**config.mk**
```make
export PLATFORM = sky130hd
export DESIGN_NAME = knn_vote
export DESIGN_NICKNAME = d
export VERILOG_FILES = /design/src/rtl/knn_pkg.sv /design/src/rtl/knn_sorted_list.sv /design/src/rtl/knn_vote.sv
export SDC_FILE = /design/constraint.sdc
export NUM_CORES = 1
export LEC_CHECK = 0
export ABC_AREA = 0
export BUFFER_PORTS_ARGS = -buffer_cell sky130_fd_sc_hd__buf_2
export CAP_MARGIN = 40
export CORE_MARGIN = 10
export CORE_UTILIZATION = 51
export DETAILED_ROUTE_END_ITERATION = 16
export GPL_TIMING_DRIVEN = 1
export PLACE_DENSITY = 0.7
export SYNTH_ARGS = -nofsm -noshare
export SYNTH_HDL_FRONTEND = slang
export SYNTH_SLANG_ARGS = --single-unit
```
**constraint.sdc**
```tcl
create_clock -name clk -period 4.85 [get_ports clk]
set_input_delay 0.7275 -clock clk [delete_from_list [all_inputs] [get_ports clk]]
set_output_delay 0.7275 -clock clk [all_outputs]
set_load 0.05 [all_outputs]
```
**src/rtl/knn_pkg.sv**
```systemverilog
// Shared types and width helpers for the KNN vote stage.
// FSM encoding, empty-distance constant and counter width calculations.
package knn_pkg;

  typedef enum logic [1:0] {
    COLLECT = 2'd0,
    VOTE    = 2'd1,
    ARGMAX  = 2'd2,
    DONE    = 2'd3
  } state_e;

  localparam logic [63:0] DIST_MAX = {64{1'b1}};

  function automatic int unsigned clog2(input int unsigned v);
    int unsigned r;
    longint unsigned p;
    r = 0;
    for (p = 64'd1; p < longint'(v); p = p * 64'd2) begin
      r = r + 1;
    end
    return r;
  endfunction

  // Weighted voting lets one type collect K + (K-1) + ... + 1 at most.
  function automatic int unsigned vote_cnt_w(input int unsigned k, input bit weighted);
    int unsigned w;
    if (weighted) begin
      w = clog2(k * (k + 1) / 2 + 1);
    end else begin
      w = clog2(k + 1);
    end
    return w;
  endfunction

  function automatic int unsigned rank_w(input int unsigned k);
    int unsigned w;
    if (k > 1) begin
      w = clog2(k);
    end else begin
      w = 1;
    end
    return w;
  endfunction

endpackage

```
**src/rtl/knn_sorted_list.sv**
```systemverilog
// K-entry ascending distance list with single-cycle parallel compare-shift insert.
// Invalid slots hold all-ones and always compare as greater than any new distance.
module knn_sorted_list
  import knn_pkg::*;
#(
  parameter int unsigned K      = 5,
  parameter int unsigned DIST_W = 32,
  parameter int unsigned TYPE_W = 4,
  parameter int unsigned RANK_W = 3
) (
  input  logic              clk,
  input  logic              rst,
  input  logic              clear,
  input  logic              ins_en,
  input  logic [DIST_W-1:0] ins_dist,
  input  logic [TYPE_W-1:0] ins_type,
  input  logic [RANK_W-1:0] rd_rank,
  output logic [DIST_W-1:0] rd_dist,
  output logic [TYPE_W-1:0] rd_type,
  output logic              rd_valid
);

  localparam logic [DIST_W-1:0] EMPTY_DIST = DIST_MAX[DIST_W-1:0];

  logic [DIST_W-1:0] dist_r     [K];
  logic [TYPE_W-1:0] type_r     [K];
  logic [K-1:0]      valid_r;
  logic [DIST_W-1:0] nxt_dist_s [K];
  logic [TYPE_W-1:0] nxt_type_s [K];
  logic [K-1:0]      nxt_valid_s;
  logic [K-1:0]      gt_s;

  // Rank i takes the new entry at the first strictly-greater slot, or its upper neighbour below it.
  always_comb begin
    gt_s = '0;
    for (int i = 0; i < K; i++) begin
      gt_s[i] = !valid_r[i] || (dist_r[i] > ins_dist);
    end
    if (gt_s[0]) begin
      nxt_dist_s[0]  = ins_dist;
      nxt_type_s[0]  = ins_type;
      nxt_valid_s[0] = 1'b1;
    end else begin
      nxt_dist_s[0]  = dist_r[0];
      nxt_type_s[0]  = type_r[0];
      nxt_valid_s[0] = valid_r[0];
    end
    for (int i = 1; i < K; i++) begin
      if (gt_s[i] && !gt_s[i-1]) begin
        nxt_dist_s[i]  = ins_dist;
        nxt_type_s[i]  = ins_type;
        nxt_valid_s[i] = 1'b1;
      end else if (gt_s[i]) begin
        nxt_dist_s[i]  = dist_r[i-1];
        nxt_type_s[i]  = type_r[i-1];
        nxt_valid_s[i] = valid_r[i-1];
      end else begin
        nxt_dist_s[i]  = dist_r[i];
        nxt_type_s[i]  = type_r[i];
        nxt_valid_s[i] = valid_r[i];
      end
    end
  end

  // List storage: emptied on reset or clear, otherwise updated on insert.
  always_ff @(posedge clk) begin
    if (rst || clear) begin
      for (int i = 0; i < K; i++) begin
        dist_r[i] <= EMPTY_DIST;
        type_r[i] <= '0;
      end
      valid_r <= '0;
    end else if (ins_en) begin
      for (int i = 0; i < K; i++) begin
        dist_r[i] <= nxt_dist_s[i];
        type_r[i] <= nxt_type_s[i];
      end
      valid_r <= nxt_valid_s;
    end else begin
      valid_r <= valid_r;
    end
  end

  // Read port used by the voting sweep.
  always_comb begin
    if (int'(rd_rank) < K) begin
      rd_dist  = dist_r[rd_rank];
      rd_type  = type_r[rd_rank];
      rd_valid = valid_r[rd_rank];
    end else begin
      rd_dist  = EMPTY_DIST;
      rd_type  = '0;
      rd_valid = 1'b0;
    end
  end

endmodule

```
**src/rtl/knn_vote.sv**
```systemverilog
// KNN vote stage: keeps the K nearest of L samples, then majority-votes their types.
// Define KNN_WEIGHTED_VOTE_EN to weight rank r by K-r instead of 1.
module knn_vote
  import knn_pkg::*;
#(
  parameter int unsigned K         = 5,
  parameter int unsigned L         = 64,
  parameter int unsigned TYPE_W    = 4,
  parameter int unsigned NUM_TYPES = 16,
  parameter int unsigned DIST_W    = 32
) (
  input  logic              clk,
  input  logic              rst,
  input  logic              dist_valid,
  output logic              dist_ready,
  input  logic [DIST_W-1:0] dist_in,
  input  logic [TYPE_W-1:0] type_in,
  output logic [TYPE_W-1:0] inferred_type,
  output logic              inference_done,
  output logic              busy
);

`ifdef KNN_WEIGHTED_VOTE_EN
  localparam bit WEIGHTED = 1'b1;
`else
  localparam bit WEIGHTED = 1'b0;
`endif

  localparam int unsigned CNT_W  = vote_cnt_w(K, WEIGHTED);
  localparam int unsigned RANK_W = rank_w(K);
  localparam int unsigned SAMP_W = (L > 1) ? clog2(L) : 1;

  state_e            state_r, state_next_s;
  logic [SAMP_W-1:0] samp_cnt_r;
  logic [RANK_W-1:0] rank_r;
  logic [TYPE_W-1:0] scan_r;
  logic [CNT_W-1:0]  counts_r [NUM_TYPES];
  logic [TYPE_W-1:0] best_type_r, best_type_next_s;
  logic [CNT_W-1:0]  best_cnt_r, best_cnt_next_s;
  logic [CNT_W-1:0]  scan_cnt_s;
  logic [CNT_W-1:0]  weight_s;
  logic [TYPE_W-1:0] inferred_type_r;
  logic              inference_done_r;
  logic              dist_ready_r;
  logic              busy_r;
  logic              accept_s;
  logic              last_sample_s;
  logic              vote_en_s;
  logic [DIST_W-1:0] rd_dist_s;
  logic [TYPE_W-1:0] rd_type_s;
  logic              rd_valid_s;
  logic              unused_dist_s;

  assign dist_ready     = dist_ready_r;
  assign busy           = busy_r;
  assign inferred_type  = inferred_type_r;
  assign inference_done = inference_done_r;
  assign unused_dist_s  = ^rd_dist_s;

  knn_sorted_list #(
    .K      (K),
    .DIST_W (DIST_W),
    .TYPE_W (TYPE_W),
    .RANK_W (RANK_W)
  ) u_list (
    .clk      (clk),
    .rst      (rst),
    .clear    (state_r == DONE),
    .ins_en   (accept_s),
    .ins_dist (dist_in),
    .ins_type (type_in),
    .rd_rank  (rank_r),
    .rd_dist  (rd_dist_s),
    .rd_type  (rd_type_s),
    .rd_valid (rd_valid_s)
  );

  // Next-state and handshake decode.
  always_comb begin
    state_next_s  = state_r;
    accept_s      = dist_valid && dist_ready_r;
    last_sample_s = (samp_cnt_r == SAMP_W'(L - 1));
    case (state_r)
      COLLECT: begin
        if (accept_s && last_sample_s) begin
          state_next_s = VOTE;
        end else begin
          state_next_s = COLLECT;
        end
      end
      VOTE: begin
        if (rank_r == RANK_W'(K - 1)) begin
          state_next_s = ARGMAX;
        end else begin
          state_next_s = VOTE;
        end
      end
      ARGMAX: begin
        if (scan_r == TYPE_W'(NUM_TYPES - 1)) begin
          state_next_s = DONE;
        end else begin
          state_next_s = ARGMAX;
        end
      end
      DONE:    state_next_s = COLLECT;
      default: state_next_s = COLLECT;
    endcase
  end

  // Vote weight for the current rank and running argmax; strict compare keeps the lowest type on ties.
  always_comb begin
    if (WEIGHTED) begin
      weight_s = CNT_W'(K) - CNT_W'(rank_r);
    end else begin
      weight_s = {{(CNT_W-1){1'b0}}, 1'b1};
    end
    vote_en_s  = (state_r == VOTE) && rd_valid_s;
    scan_cnt_s = counts_r[scan_r];
    if (scan_cnt_s > best_cnt_r) begin
      best_type_next_s = scan_r;
      best_cnt_next_s  = scan_cnt_s;
    end else begin
      best_type_next_s = best_type_r;
      best_cnt_next_s  = best_cnt_r;
    end
  end

  // Sequencing state, counters and registered outputs.
  always_ff @(posedge clk) begin
    if (rst) begin
      state_r          <= COLLECT;
      samp_cnt_r       <= '0;
      rank_r           <= '0;
      scan_r           <= '0;
      best_type_r      <= '0;
      best_cnt_r       <= '0;
      inferred_type_r  <= '0;
      inference_done_r <= 1'b0;
      dist_ready_r     <= 1'b1;
      busy_r           <= 1'b0;
      for (int i = 0; i < NUM_TYPES; i++) begin
        counts_r[i] <= '0;
      end
    end else begin
      state_r          <= state_next_s;
      dist_ready_r     <= (state_next_s == COLLECT);
      busy_r           <= (state_next_s != COLLECT);
      inference_done_r <= (state_next_s == DONE);

      if (accept_s) begin
        if (last_sample_s) begin
          samp_cnt_r <= '0;
        end else begin
          samp_cnt_r <= samp_cnt_r + {{(SAMP_W-1){1'b0}}, 1'b1};
        end
      end else begin
        samp_cnt_r <= samp_cnt_r;
      end

      if (state_r == VOTE && state_next_s == VOTE) begin
        rank_r <= rank_r + {{(RANK_W-1){1'b0}}, 1'b1};
      end else begin
        rank_r <= '0;
      end

      if (state_r == ARGMAX) begin
        scan_r      <= scan_r + {{(TYPE_W-1){1'b0}}, 1'b1};
        best_type_r <= best_type_next_s;
        best_cnt_r  <= best_cnt_next_s;
      end else begin
        scan_r      <= '0;
        best_type_r <= '0;
        best_cnt_r  <= '0;
      end

      if (state_r == ARGMAX && state_next_s == DONE) begin
        inferred_type_r <= best_type_next_s;
      end else begin
        inferred_type_r <= inferred_type_r;
      end

      for (int i = 0; i < NUM_TYPES; i++) begin
        if (state_r == DONE) begin
          counts_r[i] <= '0;
        end else if (vote_en_s && rd_type_s == TYPE_W'(i)) begin
          counts_r[i] <= counts_r[i] + weight_s;
        end else begin
          counts_r[i] <= counts_r[i];
        end
      end
    end
  end

endmodule

```
Word-level counts from Yosys, hierarchy flattened. Memory sizes are Yosys's and may differ from the RTL's. A register that Yosys moved wholly into a read port is not among the register bits. Cells that the tools add are included. Widths: inputs -> output; s select.

Flip-flop bits (word level): 34. Memory bits (writable): 228. Memories kept: 3.

$add $sub $neg: 19. Order comparisons: 8. Equality and inequality tests: 24. Mux-type cells: 234. Bitwise gates (word level): 60. Reductions and logical operators: 56.

Memory list: u_list.dist_r (depth 5, width 32, read ports 5, clocked after Yosys merged registers in 0, write ports 5, line knn_sorted_list.sv:25) `logic [DIST_W-1:0] dist_r [K];`; counts_r (depth 16, width 3, read ports 17, clocked after Yosys merged registers in 1, write ports 16, line knn_vote.sv:37) `logic [CNT_W-1:0] counts_r [NUM_TYPES];`; u_list.type_r (depth 5, width 4, read ports 5, clocked after Yosys merged registers in 1, write ports 5, line knn_sorted_list.sv:26) `logic [TYPE_W-1:0] type_r [K];`.

Operators by type and width (count): $mux 32 (14); $gt 32x32->1 (5); $mux 1 (150); $mux 3 (49); $mux 4 (17); $or 1x1->1 (58); $add 3x1->3 const B (17); $eq 4x4->1 const B (9); $logic_and 1x1->1 (25); $eq 4x3->1 const B (4); $reduce_and 2->1 (6); $reduce_bool 2->1 (5); $logic_not 1->1 (9); $eq 4x2->1 const B (2); $pmux 2 s4 (1); $add 6x1->6 const B (1); $eq 2x2->1 const B (3); $eq 6x6->1 const B (1); $logic_or 1x1->1 (6); $mux 6 (1); $add 4x1->4 const B (1); $eq 2x1->1 const B (2); $eq 4x1->1 const B (1); $logic_not 2->1 (2); 10 further kinds (12).

Depth between registers and ports, before layout. Gate-level depths: netlist of the first run.

Depth after elaboration: 11. Gate-level depth with buffers: 13.

Cells and area by module. From an unflattened synthesis of the first run, not the netlist that was laid out.

Cell total of the unflattened synthesis: 1526. Area total of the unflattened synthesis: 17101.4 um^2.

By module, submodules not included: knn_sorted_list (instances 1, cells an instance 1183, area an instance 13177.6 um^2); knn_vote (instances 1, cells an instance 343, area an instance 3923.8 um^2).

Least setup slack after synthesis of the first run. OpenSTA, ideal clock, no wires.

Path type: in2reg. Start: input dist_in[30]. End: memory u_list.dist_r[3][4] (netlist: u_list.dist_r[0][100]), enable pin. Arrival: 4.583 ns. Slack: -0.198 ns. Cell stages on the path: 8. Buffers on the path: 0. Path through: inv_1 > ha_1 > nand4_1 > or4_1 > a2bb2oi_1 > a22oi_1 > a31oi_2 > o21ai_0.

RTL lines: start: declaration (line knn_vote.sv:16) `input logic [DIST_W-1:0] dist_in,`; end: declaration (line knn_sorted_list.sv:25).

Worst setup path in the final report of the first run.
Start: register scan_r[0]. End: register inferred_type_r[2] (netlist: inferred_type[2]).

Word-level cells in the longest chain between the ends: 5.

Ends and longest elaborated chain: start: declaration (line knn_vote.sv:36) `logic [TYPE_W-1:0] scan_r;`; start signal: assignment (line knn_vote.sv:167) `scan_r <= scan_r + {{(TYPE_W-1){1'b0}}, 1'b1};`; $eq 4x4->1 (line knn_vote.sv:99) `if (scan_r == TYPE_W'(NUM_TYPES - 1)) begin`; $mux 1 (line knn_vote.sv:99); $pmux 2 s4 (line knn_vote.sv:83) `case (state_r)`; $eq 2x2->1 (line knn_vote.sv:176) `if (state_r == ARGMAX && state_next_s == DONE) begin`; $logic_and 1x1->1 (line knn_vote.sv:176); end signal: assignment (line knn_vote.sv:177) `inferred_type_r <= best_type_next_s;`; end signal: assignment (line knn_vote.sv:179) `inferred_type_r <= inferred_type_r;`; end: declaration (line knn_vote.sv:42) `logic [TYPE_W-1:0] inferred_type_r;`.

No other way between the ends. A chain may end at the register's enable or synchronous reset.

==> results_dict.tcl, run 1 <==
set metrics [dict create \
    run_status "complete, no violations" \
    clk_root_buffer_cell "sky130_fd_sc_hd__clkbuf_16" \
    final-seq-area_mm2 0.007527 \
    ys_seq_area_frac 0.4748 \
    period_needed_ns 3.659 \
    rsz0062_at_grt "false" \
    detailroute.via_count 11160 \
    post-synth-top-area-cell "sky130_fd_sc_hd__edfxtp_1" \
    die_height_um 196.3 \
    dieWidth_um 196.3 \
    worstSetupPathType "flip-flop to flip-flop" \
    n_fill_cell 2549 \
    synth_cells 1442 \
    detailedRoute.firstIterationViolations 734 \
    drt_wl_total_um 38380 \
    via_count_of_the_first_global_routing_pass 11390 \
    port_buffers 45 \
    utilization_after_layout 0.5737 \
    synth.yosys.warnings 0 \
    yosys.cell_types.count 62 \
    multi_input_comb_area_mm2 0.007669 \
    portion_of_synthesized_cell_area_occupied_by_the_leading_cell_type 0.4319 \
    worst_hold_slack_ns 0.4809 \
    clock.fmax_mhz 273.3 \
    ys_ff_latch 262 \
    clock-skew-final_ns 0.02055 \
    drtAntennaViolNets 0 \
    io_pins 46 \
    worstPathArrival_ns 4.08 \
    clk_transition_reported_paths_ns 0.06 \
    clock_tree_from_tritoncts "yes" \
    synth_top_flop_cell "sky130_fd_sc_hd__edfxtp_1" \
    synth_area_per_cell_um2 10.99 \
    ctsHtreeMaxLevel 1 \
    diodes 0 \
    max_slew_margin 0.4437 \
    timing.final.hold_violations 0 \
    design.core.area_mm2 0.03067 \
    cts.sinks 262 \
    worst_skew_pair.late_latency_ns 0.56 \
    syn_to_final_growth_pct 10.99 \
    synth_enable_flop_cells 228 \
    grt_start_max_net_pins 70 \
    ctsResizeCount 0 \
    fin_tns_setup_ns 0 \
    nNetsFinal 1709 \
    all_layer_global_routing_usage 0.1953 \
    mostFrequentLayoutCell "sky130_fd_sc_hd__nor2_1" \
    layout-drive-gt1-share 0.1066 \
    finalSetupViolCount 0 \
    drt_first_pass_iters 5 \
    cts-hold-fix-buffers 0 \
    number_of_clock_buffers_inserted_by_tritoncts 30 \
    cellPowerDensity_mw_per_mm2 310.4 \
    global_route.overflow_total 0 \
    post-dp-hpwl_um 27710 \
    syn-cell-area_mm2 0.01585 \
    crit_path_end_kind "flip-flop" \
    power_leakage_nw 6.142 \
    worst_slew_pin_slew_ns 0.8258 \
    number_of_max_cap_violations 0 \
    floorplan.initialDensity 0.5169 \
    vdd_ir_drop_max_uv 254.8 \
    post_synth_main_area_contributors "sky130_fd_sc_hd__edfxtp_1, sky130_fd_sc_hd__ha_1, sky130_fd_sc_hd__mux2i_1" \
    grt_pass1_wl_um 61010 \
    tcrit_tclk_final 0.7543 \
    min-delay-path-class "flip-flop to flip-flop" \
    dieArea_mm2 0.03854 \
    post_drt_via_cell_ratio 5.853 \
    biggest_fanout_along_the_worst_timing_path 15 \
    placement_rows 64 \
    layout_common_cells "sky130_fd_sc_hd__nor2_1, sky130_fd_sc_hd__edfxtp_1, sky130_fd_sc_hd__ha_1, sky130_fd_sc_hd__mux2i_1, sky130_fd_sc_hd__inv_1" \
    dp_worst_setup_slack_ns 0.6684 \
    setup_ws_ns 1.191 \
    worst_ep_required_time_ns 5.27 \
    avgRoutedWirePerCell_um 20.12 \
    slew_viol_final 0 \
    detail_route.drc_violations 0 \
    synth_nets 1664 \
    ctsLongestPathBuffers 3 \
    number_of_antenna_violations_at_the_first_check_in_global_routing 0 \
    cp-start-kind "flip-flop" \
    routabilityCongestion 0.8687 \
    post-cts-setup-buffer-count 0 \
    asyncSetResetFlopFracSynth 0 \
]
==> synthesized netlist by cell type, types with 5 or more instances <==
cell type,instances
sky130_fd_sc_hd__mux4_2,20
sky130_fd_sc_hd__or2_2,6
sky130_fd_sc_hd__nand2_1,70
sky130_fd_sc_hd__or3_1,8
sky130_fd_sc_hd__buf_6,6
sky130_fd_sc_hd__nor4_1,5
sky130_fd_sc_hd__edfxtp_1,228
sky130_fd_sc_hd__nand3_1,38
sky130_fd_sc_hd__and4_1,6
sky130_fd_sc_hd__a211oi_1,8
sky130_fd_sc_hd__clkbuf_1,38
sky130_fd_sc_hd__xnor2_1,19
sky130_fd_sc_hd__and3_1,5
sky130_fd_sc_hd__a21oi_1,76
sky130_fd_sc_hd__nand4_1,25
sky130_fd_sc_hd__nor2b_1,6
sky130_fd_sc_hd__ha_1,183
sky130_fd_sc_hd__mux2i_1,146
sky130_fd_sc_hd__a21o_1,9
sky130_fd_sc_hd__nand2b_1,13
sky130_fd_sc_hd__nor2_1,251
sky130_fd_sc_hd__a31oi_1,5
sky130_fd_sc_hd__nor3_1,12
sky130_fd_sc_hd__buf_2,5
sky130_fd_sc_hd__o21ai_0,45
sky130_fd_sc_hd__o21ai_1,5
sky130_fd_sc_hd__inv_1,109
sky130_fd_sc_hd__dfxtp_1,34
==> worst paths after layout <==
| path | slack (ns) | endpoint | depth (start not counted) | start |
|---|---|---|---|---|
| setup / recovery | 1.19 | inferred_type[2] | 11 | scan_r[0] |
| hold / removal | 0.48 | inferred_type[1] | 2 | inferred_type[1] |
| setup reg to reg | 1.19 | inferred_type[2] | 11 | scan_r[0] |
| hold reg to reg | 0.48 | inferred_type[1] | 2 | inferred_type[1] |
==> flip-flops by register name, indices dropped and copies added (netlist names) <==
register,flops
best_cnt_r,3
best_type_r,4
busy,1
counts_r,48
dist_ready,1
inference_done,1
inferred_type,4
rank_r,3
samp_cnt_r,6
scan_r,4
state_r,2
u_list.dist_r,160
u_list.type_r,20
u_list.valid_r,5
==> metrics by stage <==
stage | instances | total power, mW | instance area (µm²)
global placement | 1851 | 3.158 | 16580
CTS | 1907 | 5.476 | 17590
finish | 1907 | 5.461 | 17590
detailed placement | 1851 | 3.179 | 16580
floorplan | 1442 | 2.981 | 15850
global route | 1907 | 5.642 | 17590
==> critical path, cell delays in order (launching register included) <==
cell                      delay (ns)
sky130_fd_sc_hd__dfxtp_1        0.86
sky130_fd_sc_hd__mux4_2         0.62
sky130_fd_sc_hd__mux4_2         0.50
sky130_fd_sc_hd__ha_1           0.32
sky130_fd_sc_hd__nor2b_1        0.12
sky130_fd_sc_hd__o21ai_0        0.08
sky130_fd_sc_hd__a32oi_1        0.32
sky130_fd_sc_hd__buf_4          0.23
sky130_fd_sc_hd__mux2i_1        0.25
sky130_fd_sc_hd__nor2_1         0.07
sky130_fd_sc_hd__a21oi_1        0.11
sky130_fd_sc_hd__nor2_1         0.05
==> layout make-up <==
cell class	instances	area share
multi-input combinational	1017	0.4359
inverter	109	0.02325
timing repair buffer	67	0.02717
clock inverter	13	0.006471
tap	396	0.02816
clock buffer	43	0.05127
sequential	262	0.4278
==> cell families after synthesis <==
kind of cell	after synthesis	share of synthesized area
buf+inv	163	0.04617
compound gates	182	0.06961
flops	262	0.4748
xor+xnor	23	0.01271
simple gates	463	0.1317
mux	166	0.1206
fa+ha+maj	183	0.1444
==> report_power, final <==
| part | total, mW | internal [mW] | switching, mW |
|---|---|---|---|
| clock network | 2.32 | 1.39 | 0.930 |
| logic | 0.577 | 0.211 | 0.366 |
| registers | 2.56 | 2.52 | 0.0434 |
==> layer usage <==
| layer | part of all wire | up-vias | global-route usage | wire [µm] |
|---|---|---|---|---|
| li1 | - | 5339 | - | - |
| met1 | 0.43 | 5435 | 0.2531 | 16450 |
| met2 | 0.48 | 322 | 0.3308 | 18610 |
| met3 | 0.059 | 65 | 0.03018 | 2283 |
| met4 | 0.027 | 0 | 0.05656 | 1032 |
| met5 | 0 | - | 0 | 0 |
Power figures use the tool's default switching activity.
==> run 2: changes to the inputs <==
--- a/config.mk
+++ b/config.mk
@@ -12,7 +12,7 @@
 export CORE_UTILIZATION = 51
 export DETAILED_ROUTE_END_ITERATION = 16
 export GPL_TIMING_DRIVEN = 1
-export PLACE_DENSITY = 0.7
+export PLACE_DENSITY = 0.67
 export SYNTH_ARGS = -nofsm -noshare
 export SYNTH_HDL_FRONTEND = slang
 export SYNTH_SLANG_ARGS = --single-unit
==> constraint.sdc (replaced) <==
create_clock -name clk -period 3.7 [get_ports clk]
set_input_delay 0.555 -clock clk [delete_from_list [all_inputs] [get_ports clk]]
set_output_delay 0.555 -clock clk [all_outputs]
set_load 0.05 [all_outputs]
==> run 2 against run 1 <==
Effect of this change:
- first-iteration DRC count grew 25%
- sequential share of layout area decreased by 0.43 points
- total power rose by 28%
- cell count is 1.0% higher
- count of clock-buffer cells in the layout up 4
- global-route usage up 0.14 points
- routed wire length rose by 0.50%
- hold slack got worse by 0.16 ns
- setup slack lost 0.83 ns
- clock skew shrank 0.0045 ns
- combinational power increased by 35%
- fmax up 9.5%
- critical endpoint is now inferred_type[1]
- highest routed layer unchanged
==> results_dict.tcl, run 2 (same netlist as run 1, synthesis figures left out) <==
set metrics [dict create \
    run_status "complete, no violations" \
    placedCellCount 1870 \
    utilization_after_layout 0.5795 \
    ctsHtreeMaxLevel 1 \
    combinationalPowerShare 0.111 \
    top_regs "u_list.dist_r: 160 flops, counts_r: 48 flops, u_list.type_r: 20 flops" \
    power.share.switching 0.2496 \
    post-cts-setup-buffer-count 0 \
    design.core.area_mm2 0.03067 \
    dieWidth_um 196.3 \
    io_pins 46 \
    post-dp-hpwl_um 27920 \
    rsz0062_at_grt "false" \
    worst_ep_required_time_ns 4.12 \
    grt_start_max_net_pins 71 \
    worstSetupPathType "flip-flop to flip-flop" \
    clock_tree_from_tritoncts "yes" \
    placement_rows 64 \
    routabilityCongestion 0.8947 \
    detailedRoute.firstIterationViolations 919 \
    finalSetupViolCount 0 \
    cp-start-kind "flip-flop" \
    number_of_antenna_violations_at_the_first_check_in_global_routing 1 \
    non_filler_cell_area_final_mm2 0.01777 \
    worst_hold_slack_ns 0.3233 \
    post_drt_via_cell_ratio 5.774 \
    ctsLongestPathBuffers 3 \
    clock.fmax_mhz 299.3 \
    slew_viol_final 0 \
    via_count_of_the_first_global_routing_pass 11120 \
    flip_flop_count_of_the_largest_register_all_copies_and_words_added 160 \
    number_of_clock_buffers_inserted_by_tritoncts 30 \
    cts-hold-fix-buffers 0 \
    seq_power_share 0.480 \
    period_needed_ns 3.341 \
    timing.final.hold_violations 0 \
    final-seq-area_mm2 0.007527 \
    number_of_max_cap_violations 0 \
    clk_root_buffer_cell "sky130_fd_sc_hd__clkbuf_16" \
    worst_slew_pin_slew_ns 0.7296 \
    n_fill_cell 2565 \
    syn_to_final_growth_pct 12.11 \
    max_slew_margin 0.5124 \
    fin_tns_setup_ns 0 \
    post-layout-total-power_mw 6.993 \
    dp_worst_setup_slack_ns 0.07220 \
    drt_wl_total_um 38570 \
    portion_of_total_power_attributed_to_the_clock_network 0.408 \
    crit_path_end_kind "flip-flop" \
    avgRoutedWirePerCell_um 20.03 \
    mostFrequentLayoutCell "sky130_fd_sc_hd__nor2_1" \
    cts.sinks 262 \
    port_buffers 45 \
    layout-drive-gt1-share 0.1151 \
    vdd_ir_drop_max_uv 350.7 \
    placedInstanceArea_mm2 0.01683 \
    drt_first_pass_iters 6 \
    min-delay-path-class "input pin to flip-flop" \
    multi_input_comb_area_mm2 0.007676 \
    tcrit_tclk_final 0.9031 \
    worst_skew_pair.late_latency_ns 0.57 \
    clk_transition_reported_paths_ns 0.06 \
    final-instance-count-excl-fill 1926 \
    floorplan.initialDensity 0.5169 \
    global_route.overflow_total 0 \
    dieArea_mm2 0.03854 \
    worstPathArrival_ns 3.77 \
    layout_common_cells "sky130_fd_sc_hd__nor2_1, sky130_fd_sc_hd__edfxtp_1, sky130_fd_sc_hd__ha_1, sky130_fd_sc_hd__mux2i_1, sky130_fd_sc_hd__inv_1" \
    cellPowerDensity_mw_per_mm2 393.5 \
    internal-power_mw 5.247 \
    drtAntennaViolNets 0 \
    nNetsFinal 1728 \
    detail_route.drc_violations 0 \
    ctsResizeCount 0 \
    die_height_um 196.3 \
    clock-skew-final_ns 0.01601 \
    p_switching_mw 1.746 \
    setup_ws_ns 0.3586 \
    grt_pass1_wl_um 61020 \
    detailroute.via_count 11120 \
    biggest_fanout_along_the_worst_timing_path 15 \
    power_leakage_nw 6.220 \
    all_layer_global_routing_usage 0.1967 \
    registers.top_by_ff_count "u_list.dist_r" \
]
-- run 2: power groups by stage --
stage	Sequential (mW)	Combinational, mW	Clock [mW]
after floorplan	3.40	0.509	0
after global placement	3.42	0.753	0
after detailed placement	3.42	0.775	0
after CTS	3.36	0.781	2.91
after global routing	3.37	0.864	3.02
final	3.36	0.779	2.86
-- run 2: metal layers --
metal  vias up  global-route usage  wire length, µm
li1       5375                   -                -
met1      5417              0.2619            17010
met2       283              0.3353            19020
met3        45             0.02302             1866
met4         0             0.04581              672
met5         -                   0                0
-- run 2: cell type report --
class                   instances  share of cell area
clock inverters                 8            0.002535
well taps                     396             0.02788
inverters                     109             0.02302
diodes                          1           0.0001408
clock buffers                  47             0.05041
repair buffers                 86             0.04055
multi-input cells            1017              0.4319
flip-flops and latches        262              0.4235
-- run 2: worst max-delay path: stages (launching register included) --
cell and delay, ns:
sky130_fd_sc_hd__dfxtp_1 0.37, sky130_fd_sc_hd__buf_12 0.18, sky130_fd_sc_hd__mux4_2 0.53, sky130_fd_sc_hd__mux4_2 0.50, sky130_fd_sc_hd__ha_1 0.32, sky130_fd_sc_hd__nor2b_1 0.13
sky130_fd_sc_hd__o21ai_0 0.10, sky130_fd_sc_hd__a32oi_2 0.50, sky130_fd_sc_hd__mux2i_1 0.31, sky130_fd_sc_hd__nor2_1 0.07, sky130_fd_sc_hd__a21oi_1 0.13, sky130_fd_sc_hd__nor2_1 0.06
-- run 2: path summary, 6_finish.rpt --
kind | end | cells past startpoint | from | slack [ns]
setup / recovery | inferred_type[1] | 11 | scan_r[0] | 0.36
hold / removal | u_list.dist_r[0][29] | 3 | dist_in[29] | 0.32
hold reg to reg | samp_cnt_r[1] | 2 | samp_cnt_r[1] | 0.47
setup reg to reg | inferred_type[1] | 11 | scan_r[0] | 0.36
==> run 3: changes to the inputs <==
--- a/config.mk
+++ b/config.mk
@@ -13,6 +13,7 @@
 export DETAILED_ROUTE_END_ITERATION = 16
 export GPL_TIMING_DRIVEN = 1
 export PLACE_DENSITY = 0.67
+export REMOVE_ABC_BUFFERS = 1
 export SYNTH_ARGS = -nofsm -noshare
 export SYNTH_HDL_FRONTEND = slang
 export SYNTH_SLANG_ARGS = --single-unit
==> run 3 against run 2 <==
Effect of this change:
- via count down 1.1%
- hold slack worse by 0.0020 ns
- routed wire length shrank 1.7%
- setup slack better by 0.0066 ns
- global-route usage down 0.25 points
- count of clock-buffer cells in the layout down 11
- fmax rose by 0.20%
- cell count shrank 0.42%
- clock skew down 0.0022 ns
- non-clock buffer count fell by 4
- critical endpoint is now u_list.dist_r[0][65]
==> results_dict.tcl, run 3 (same netlist as run 1, synthesis figures left out) <==
set metrics [dict create \
    slew_viol_final 0 \
    post-layout-total-power_mw 6.972 \
    worstSetupPathType "flip-flop to flip-flop" \
    post-dp-hpwl_um 27550 \
    dieArea_mm2 0.03854 \
    detailedRoute.firstIterationViolations 793 \
    dieWidth_um 196.3 \
    tcrit_tclk_final 0.9013 \
    ctsHtreeMaxLevel 1 \
    top_regs "u_list.dist_r: 160 flops, counts_r: 48 flops, u_list.type_r: 20 flops" \
    worst_slew_pin_slew_ns 0.8160 \
    layout-drive-gt1-share 0.1117 \
    post-cts-setup-buffer-count 0 \
    design.core.area_mm2 0.03067 \
    nNetsFinal 1723 \
    layout_common_cells "sky130_fd_sc_hd__nor2_1, sky130_fd_sc_hd__edfxtp_1, sky130_fd_sc_hd__ha_1, sky130_fd_sc_hd__mux2i_1, sky130_fd_sc_hd__inv_1" \
    global_route.overflow_total 0 \
    floorplan.initialDensity 0.5169 \
    avgRoutedWirePerCell_um 19.77 \
    hold-path-endpoint "u_list.dist_r[0][16]" \
    worst-r2r-setup-slack_ns 0.37 \
    finalSetupViolCount 0 \
    drtAntennaViolNets 0 \
    drt_wl_total_um 37920 \
    number_of_antenna_violations_at_the_first_check_in_global_routing 0 \
    post_drt_via_cell_ratio 5.734 \
    worst_skew_pair.late_latency_ns 0.57 \
    worst_ep_required_time_ns 4.10 \
    final-instance-count-excl-fill 1918 \
    number_of_clock_buffers_inserted_by_tritoncts 29 \
    rsz0062_at_grt "false" \
    vdd_ir_drop_max_uv 335.5 \
    min-delay-path-class "input pin to flip-flop" \
    biggest_fanout_along_the_worst_timing_path 24 \
    number_of_cells_on_the_worst_hold_path 3 \
    run_status "complete, no violations" \
    cts-hold-fix-buffers 0 \
    crit_path_end_kind "flip-flop" \
    timing.rr.start "u_list.dist_r[0][78]" \
    cp-start-kind "flip-flop" \
    clk_root_buffer_cell "sky130_fd_sc_hd__clkbuf_16" \
    ff2ff_path_depth 9 \
    clock.fmax_mhz 299.9 \
    clock_tree_from_tritoncts "yes" \
    worstHoldStart "dist_in[16]" \
    die_height_um 196.3 \
    worstPathArrival_ns 3.73 \
    via_count_of_the_first_global_routing_pass 11200 \
    ctsResizeCount 0 \
    non_filler_cell_area_final_mm2 0.01769 \
    flip_flop_count_of_the_largest_register_all_copies_and_words_added 160 \
    diodes 0 \
    port_buffers 45 \
    clk_transition_reported_paths_ns 0.06 \
    max_slew_margin 0.4503 \
    registers.top_by_ff_count "u_list.dist_r" \
    cellPowerDensity_mw_per_mm2 394.1 \
    number_of_max_cap_violations 0 \
    clock-skew-final_ns 0.01379 \
    power_leakage_nw 6.199 \
    reg2reg_to "u_list.dist_r[0][65]" \
    grt_pass1_wl_um 60550 \
    ctsLongestPathBuffers 3 \
    timing.final.hold_violations 0 \
    syn_to_final_growth_pct 11.61 \
    detail_route.drc_violations 0 \
    grt_start_max_net_pins 58 \
    n_fill_cell 2616 \
    mostFrequentLayoutCell "sky130_fd_sc_hd__nor2_1" \
    all_layer_global_routing_usage 0.1942 \
    drt_first_pass_iters 5 \
    multi_input_comb_area_mm2 0.007669 \
    final-seq-area_mm2 0.007527 \
    detailroute.via_count 11000 \
    io_pins 46 \
    placedInstanceArea_mm2 0.01677 \
    placement_rows 64 \
    routabilityCongestion 0.9239 \
    placedCellCount 1866 \
    cts.sinks 262 \
    period_needed_ns 3.335 \
]
run 3: worst max path at each step:
| stage | start | to | slack (ns) | depth (start not counted) |
|---|---|---|---|---|
| 6_report | u_list.dist_r[0][78] | u_list.dist_r[0][65] | 0.37 | 9 |
| 5_1_grt | scan_r[0] | inferred_type[1] | 0.17 | 12 |
| 4_1_cts | u_list.dist_r[0][78] | u_list.dist_r[0][65] | 0.37 | 9 |
| 3_5_place_dp | dist_in[14] | u_list.dist_r[0][65] | 0.03 | 11 |
| 3_3_place_gp | dist_in[11] | u_list.dist_r[0][59] | 0.06 | 11 |
| 2_1_floorplan | dist_in[14] | u_list.dist_r[0][32] | -2.69 | 9 |
run 3: per-stage QoR:
step / TNS (ns) / setup slack, ns / utilization / hold WS (ns)
after floorplan: -381.08 / -2.689 / - / 0.4465
after global placement: 0 / 0.06343 / 0.5467 / 0.4599
after detailed placement: 0 / 0.02511 / 0.5467 / 0.4684
after CTS: 0 / 0.3735 / 0.5769 / 0.3042
after global routing: 0 / 0.1679 / 0.5769 / 0.3269
final: 0 / 0.3653 / 0.5769 / 0.3212
run 3: report_power, final:
group	internal [mW]	switching, mW	total, mW
registers	3.30	0.0575	3.36
logic	0.292	0.479	0.771
clock network	1.65	1.19	2.84
total	5.24	1.73	6.97
run 3: area by class of cell:
| cell class | count | area share |
|---|---|---|
| clock inverters | 16 | 0.007637 |
| well taps | 396 | 0.02800 |
| clock buffers | 36 | 0.04476 |
| flip-flops and latches | 262 | 0.4254 |
| multi-input cells | 1017 | 0.4334 |
| inverters | 109 | 0.02312 |
| repair buffers | 82 | 0.03762 |
run 3: critical path, stage by stage, from the launching register on:
cell	delay [ns]
sky130_fd_sc_hd__edfxtp_1	0.43
sky130_fd_sc_hd__ha_1	0.34
sky130_fd_sc_hd__nand4_1	0.17
sky130_fd_sc_hd__or4_1	0.64
sky130_fd_sc_hd__a21oi_1	0.17
sky130_fd_sc_hd__nor3_1	0.11
sky130_fd_sc_hd__o31ai_4	0.54
sky130_fd_sc_hd__and2_4	0.27
sky130_fd_sc_hd__buf_12	0.22
sky130_fd_sc_hd__mux2i_1	0.26
run 3: routing by layer:
metal | global-route usage | vias up | wire length [µm]
met5 | 0 | - | 0
met4 | 0.05175 | 0 | 997
met3 | 0.02421 | 57 | 1901
met2 | 0.3253 | 291 | 18170
met1 | 0.2600 | 5297 | 16850
li1 | - | 5353 | -
